[config.mk]
export PLATFORM = sky130hd
export DESIGN_NAME = oled_spi_tx
export DESIGN_NICKNAME = d
export VERILOG_FILES = /design/src/rtl/oled_spi_tx.sv
export SDC_FILE = /design/constraint.sdc
export NUM_CORES = 1
export LEC_CHECK = 0
export ABC_CLOCK_PERIOD_IN_PS = 3100
export CAP_MARGIN = 20
export CORE_MARGIN = 10
export CORE_UTILIZATION = 35
export CTS_CLUSTER_DIAMETER = 120
export CTS_CLUSTER_SIZE = 28
export DETAILED_ROUTE_END_ITERATION = 8
export PLACE_DENSITY = 0.54
export SLEW_MARGIN = 40
export SYNTH_ARGS = -nofsm -noshare
export SYNTH_HDL_FRONTEND = slang
export SYNTH_SLANG_ARGS = --single-unit
[constraint.sdc]
create_clock -name HCLK -period 3.1 [get_ports HCLK]
set_input_delay 0.62 -clock HCLK [delete_from_list [all_inputs] [get_ports HCLK]]
set_output_delay 0.62 -clock HCLK [all_outputs]
set_load 0.01 [all_outputs]
[src/rtl/oled_spi_tx.sv]
// oled_spi_tx: FIFO-fed SPI (mode 3) serializer for an SSD1306-class OLED.
// Words {DC, byte} are queued in a small FIFO. Each byte is shifted MSB first
// with a programmable SCLK half-period. Chip select stays low across
// back-to-back bytes.
module oled_spi_tx #(
    parameter int DIV     = 4,
    parameter int FIFO_AW = 3
) (
    input  logic             HCLK,
    input  logic             HRESET,
    input  logic [8:0]       tx_data,
    input  logic             tx_valid,
    output logic             tx_ready,
    output logic [FIFO_AW:0] fifo_level,
    output logic             busy,
    output logic             OLED_SCLK,
    output logic             OLED_SDIN,
    output logic             OLED_DC,
    output logic             OLED_CS_N
);

    localparam int                 DEPTH    = 2 ** FIFO_AW;
    localparam int                 CW       = (DIV > 1) ? $clog2(DIV) : 1;
    localparam logic [CW-1:0]      CNT_MAX  = CW'(DIV - 1);
    localparam logic [CW-1:0]      CNT_ONE  = CW'(1);
    localparam logic [FIFO_AW-1:0] PTR_ONE  = FIFO_AW'(1);
    localparam logic [FIFO_AW:0]   LVL_ONE  = (FIFO_AW + 1)'(1);
    localparam logic [FIFO_AW:0]   LVL_FULL = (FIFO_AW + 1)'(DEPTH);

    typedef enum logic [2:0] {
        S_IDLE,
        S_SETUP,
        S_LOW,
        S_HIGH,
        S_HOLD
    } state_t;

    // FIFO storage and bookkeeping
    logic [8:0]         mem_q [DEPTH];
    logic [FIFO_AW-1:0] wr_ptr_q, wr_ptr_d;
    logic [FIFO_AW-1:0] rd_ptr_q, rd_ptr_d;
    logic [FIFO_AW:0]   level_q, level_d;
    logic               push;
    logic               pop;
    logic               fifo_empty;
    logic [8:0]         head;

    // Serializer state
    state_t        state_q, state_d;
    logic [CW-1:0] cnt_q, cnt_d;
    logic [7:0]    shreg_q, shreg_d;
    logic [2:0]    bitcnt_q, bitcnt_d;
    logic          sclk_q, sclk_d;
    logic          dc_q, dc_d;
    logic          csn_q, csn_d;
    logic          tick;
    logic          load;

    assign tx_ready   = (level_q != LVL_FULL);
    assign fifo_level = level_q;
    assign fifo_empty = (level_q == '0);
    assign push       = tx_valid & tx_ready;
    assign head       = mem_q[rd_ptr_q];
    assign busy       = (state_q != S_IDLE) || !fifo_empty;

    // The shift register's MSB is the data line; it is held at all-ones while idle.
    assign OLED_SDIN  = shreg_q[7];
    assign OLED_SCLK  = sclk_q;
    assign OLED_DC    = dc_q;
    assign OLED_CS_N  = csn_q;

    // FIFO payload write; storage needs no reset since level gates every read.
    always_ff @(posedge HCLK) begin
        if (push) begin
            mem_q[wr_ptr_q] <= tx_data;
        end
    end

    // FIFO pointer and occupancy next-state.
    always_comb begin
        wr_ptr_d = wr_ptr_q;
        rd_ptr_d = rd_ptr_q;
        level_d  = level_q;
        if (push) begin
            wr_ptr_d = wr_ptr_q + PTR_ONE;
        end
        if (pop) begin
            rd_ptr_d = rd_ptr_q + PTR_ONE;
        end
        case ({push, pop})
            2'b10:   level_d = level_q + LVL_ONE;
            2'b01:   level_d = level_q - LVL_ONE;
            default: level_d = level_q;
        endcase
    end

    // FIFO pointer and occupancy registers.
    always_ff @(posedge HCLK or posedge HRESET) begin
        if (HRESET) begin
            wr_ptr_q <= '0;
            rd_ptr_q <= '0;
            level_q  <= '0;
        end else begin
            wr_ptr_q <= wr_ptr_d;
            rd_ptr_q <= rd_ptr_d;
            level_q  <= level_d;
        end
    end

    assign tick = (cnt_q == CNT_MAX);

    // Serializer next-state: divider, FSM transitions and line updates.
    always_comb begin
        state_d  = state_q;
        shreg_d  = shreg_q;
        bitcnt_d = bitcnt_q;
        sclk_d   = sclk_q;
        dc_d     = dc_q;
        csn_d    = csn_q;
        pop      = 1'b0;
        load     = 1'b0;
        cnt_d    = (state_q == S_IDLE || tick) ? '0 : cnt_q + CNT_ONE;

        case (state_q)
            S_IDLE: begin
                if (!fifo_empty) begin
                    load    = 1'b1;
                    state_d = S_SETUP;
                end
            end
            S_SETUP: begin
                if (tick) begin
                    sclk_d  = 1'b0;
                    state_d = S_LOW;
                end
            end
            S_LOW: begin
                if (tick) begin
                    sclk_d  = 1'b1;
                    state_d = S_HIGH;
                end
            end
            S_HIGH: begin
                if (tick) begin
                    if (bitcnt_q != 3'd0) begin
                        sclk_d   = 1'b0;
                        shreg_d  = {shreg_q[6:0], 1'b1};
                        bitcnt_d = bitcnt_q - 3'd1;
                        state_d  = S_LOW;
                    end else begin
                        state_d = S_HOLD;
                    end
                end
            end
            S_HOLD: begin
                if (tick) begin
                    if (!fifo_empty) begin
                        load    = 1'b1;
                        state_d = S_SETUP;
                    end else begin
                        csn_d   = 1'b1;
                        shreg_d = 8'hFF;
                        state_d = S_IDLE;
                    end
                end
            end
            default: begin
                state_d = S_IDLE;
            end
        endcase

        // A load pops the head word and presents its MSB and D/C at once.
        if (load) begin
            pop      = 1'b1;
            shreg_d  = head[7:0];
            dc_d     = head[8];
            csn_d    = 1'b0;
            bitcnt_d = 3'd7;
        end
    end

    // Serializer registers; every output returns to idle levels on reset.
    always_ff @(posedge HCLK or posedge HRESET) begin
        if (HRESET) begin
            state_q  <= S_IDLE;
            cnt_q    <= '0;
            shreg_q  <= 8'hFF;
            bitcnt_q <= 3'd0;
            sclk_q   <= 1'b1;
            dc_q     <= 1'b0;
            csn_q    <= 1'b1;
        end else begin
            state_q  <= state_d;
            cnt_q    <= cnt_d;
            shreg_q  <= shreg_d;
            bitcnt_q <= bitcnt_d;
            sclk_q   <= sclk_d;
            dc_q     <= dc_d;
            csn_q    <= csn_d;
        end
    end

endmodule

==> metrics <==
status=completed; area leader, netlist=edfxtp_1; grt met2 use=16.3%; Num CTS Buffers=9; R2R Setup Slk=0.54 ns; largest net degree at the start of global routing=30; drt pass-1 iters=4; initial core utilization=a little over a third; Rel. slew slack=approximately 52%; sequential share of the synthesized area=68.0%; Worst-Margin Slew=just over 0.7 ns; P_sw=about 1500 µW; RSZ-0062 raised after global routing=no; placed cells=~430; clk slew on worst S/H paths=0.07 ns; max_cap viols=0; WL/cell=approximately 18 µm; worst r2r dst=fifo_level[2]; CP Launch Type=register; clock sinks=101; Die Wd=~130 µm; Setup TNS=0 ns; total congestion overflow=0; GRT Max-Usage Layer=met2; GRT Util Overall=10.4%; DR iter-0 viols=slightly above 200; Crit Path Category=register to primary output; post-CTS setup buffer count=0; final instance area=roughly 5000 µm²; dpl ws=between 0.4 and 0.5 ns; average size of a mapped cell=roughly 16 µm²; post-DP HPWL=roughly 5400 µm; Sw Share=between 30% and 40%; Total Nets Final=around 310; CTS tree=built; gpl congestion=between 0.7 and 0.8; vias per cell=~5; synthesized flop and latch total=approximately 100; ANT cells=0; pwr dens=roughly 920 nW/µm²; worst min path class=register to register; Clk Latency, worst-skew pair=~0.35 ns; clk root buf=clkbuf_16; Hold Path Stages=1; Final min period=approximately 2.7 ns; Hold Path Sink=cnt_q[0]; hold buffer count at cts=0; met1 GRT Util=approximately 14%; Data arrival, critical path=between 2 and 2.5 ns; DRT antenna net count=0; Synth top area share=roughly 50%; Die Ht=approximately 130 µm; critical-path maximum fanout=8; vias in the first global route=~2400; Clk pwr share=between 20% and 30%; area growth from synthesis to layout=17.0%; top cells by area, synth=edfxtp_1 51%, dfrtp_1 11%, mux4_2 9.5%; final cycle utilization of the critical path=between 80% and 90%; Combinational Power Share=between 30% and 40%; Seq pwr share=between 40% and 50%; setup violators final=0; Ys Warns=0; hold path start=cnt_q[0]; met3 Use GR=2.92%; placed cell area=about 4700 µm²; Worst VDD drop=308 µV; CTS Buffer Depth=2; Internal=just over 3000 µW; Std-Cell Rows=40; setup ws final=~0.45 ns; Post-Syn Area=4260 µm²; DRC viols=0; global-route wire length before repair=roughly 13000 µm; r2r startpoint=fifo_level[0]; initial antenna violation count=0; post-synth net total=between 200 and 300; FMAX=~0.38 GHz; H-tree level count=3; Cells after Synth=261; Synth cell types=46; nature of the critical path endpoint=primary output; Slew Viols, Final=0; Core Area=between 10000 and 15000 µm²; I/O Pins=22; total wire length=slightly above 8000 µm; routed vias=2299; worst r2r path cells=9; Post-Layout Cell Count=around 450; total of cells resized after clock tree synthesis=0; Leak=0.00173 µW; Crit path required time=between 2 and 2.5 ns; Clock Skew=just under 0.006 ns; FILL cells=approximately 1100; PortBufs=21; final hold violations=0; share of cells above drive strength 1=a little under a quarter; Die Area=17000 µm²
==> placed cells by master, fill, tap and decap left out, types with 6 or more instances in the layout <==
master and count:
edfxtp_1 72, clkdlybuf4s50_1 21, dfrtp_1 19, mux4_2 18, buf_4 14, nand3_1 12
nand2_1 11, dfstp_2 10, o21ai_1 9, clkbuf_16 9, nor2_1 8, mux2_2 8
o22ai_1 8, xnor2_1 7, o21ai_0 7, ha_1 7, nor3_1 6
==> layer usage <==
metal  vias up  share of wire, %
li1       1082                 -
met1      1168                47
met3        11               3.5
met5         -                 0
met4         0               1.4
met2        38                48
==> Yosys cell counts (all sizes together) <==
library cell,n
nor4,2
nand2b,5
buf,7
a311oi,1
a21o,1
dfstp,10
mux2,9
a31oi,1
nor3b,2
and3,1
a41oi,1
clkbuf,5
nor2b,4
nand4b,1
o31a,1
o21a,1
o22ai,8
and3b,2
a21oi,2
nor2,8
mux2i,4
ha,7
or4,1
nand3,12
nor3,6
xor2,2
o21ai,16
o211ai,1
a22oi,1
xnor2,7
a2111oi,1
or2,1
or4b,1
mux4,18
inv,6
o32ai,1
and2,2
edfxtp,72
nand2,11
dfrtp,19
==> flip-flops by register name (all words and copies together) (netlist names) <==
register and flops:
cnt_q 2, mem_q 72, state_q 3, OLED_DC 1, bitcnt_q 3, wr_ptr_q 3, shreg_q 8, OLED_CS_N 1
rd_ptr_q 3, OLED_SCLK 1, fifo_level 4
==> metrics by stage <==
step	hold slack (ns)	utilization, %	power, µW
after global placement	0.429	39.3	3530
after global routing	0.467	41.7	4860
after floorplan	0.419	-	3070
after CTS	0.453	41.7	4630
after detailed placement	0.444	39.3	3560
final	0.443	41.7	4570
==> critical path: stages, from the launching register on <==
cell and delay (ns):
dfrtp_1 0.46, or4b_1 0.69, clkdlybuf4s50_1 0.54
==> power groups by stage <==
stage | Sequential [µW] | Clock, µW | Combinational (µW)
floorplan | 1990 | 0 | 1090
global placement | 2090 | 0 | 1440
detailed placement | 2110 | 0 | 1450
CTS | 2080 | 1100 | 1450
global route | 2120 | 1160 | 1570
finish | 2080 | 1060 | 1430
==> area by class of cell <==
| type | count | area (µm²) | area share (%) |
|---|---|---|---|
| Inverter | 6 | 22.5 | 0.452 |
| Clock buffer | 9 | 225 | 4.52 |
| Clock inverter | 7 | 55.1 | 1.10 |
| Multi-Input combinational cell | 142 | 1280 | 25.7 |
| Timing Repair Buffer | 35 | 315 | 6.32 |
| Tap cell | 147 | 184 | 3.69 |
| Sequential cell | 101 | 2900 | 58.2 |
==> logic make-up after synthesis <==
logic type / after synthesis / synth area share, %
adder cells (fa/ha/maj): 7 / 2.05
XOR/XNOR: 9 / 1.85
AO/OA/AOI/OAI: 36 / 5.72
multiplexers: 31 / 12.8
flip-flops: 101 / 68.0
buffers and inverters: 18 / 2.00
AND/OR/NAND/NOR: 59 / 7.51
==> worst max path at each step <==
| stage | startpoint | slack [ns] | to |
|---|---|---|---|
| 2_1_floorplan | fifo_level[0] | 0.61 | fifo_level[2] |
| 3_3_place_gp | tx_valid | 0.55 | fifo_level[2] |
| 3_5_place_dp | tx_valid | 0.45 | fifo_level[2] |
| 4_1_cts | fifo_level[0] | 0.42 | tx_ready |
| 5_1_grt | fifo_level[0] | 0.36 | fifo_level[2] |
| 6_report | fifo_level[0] | 0.45 | tx_ready |
(Power assumes the default switching activity.)
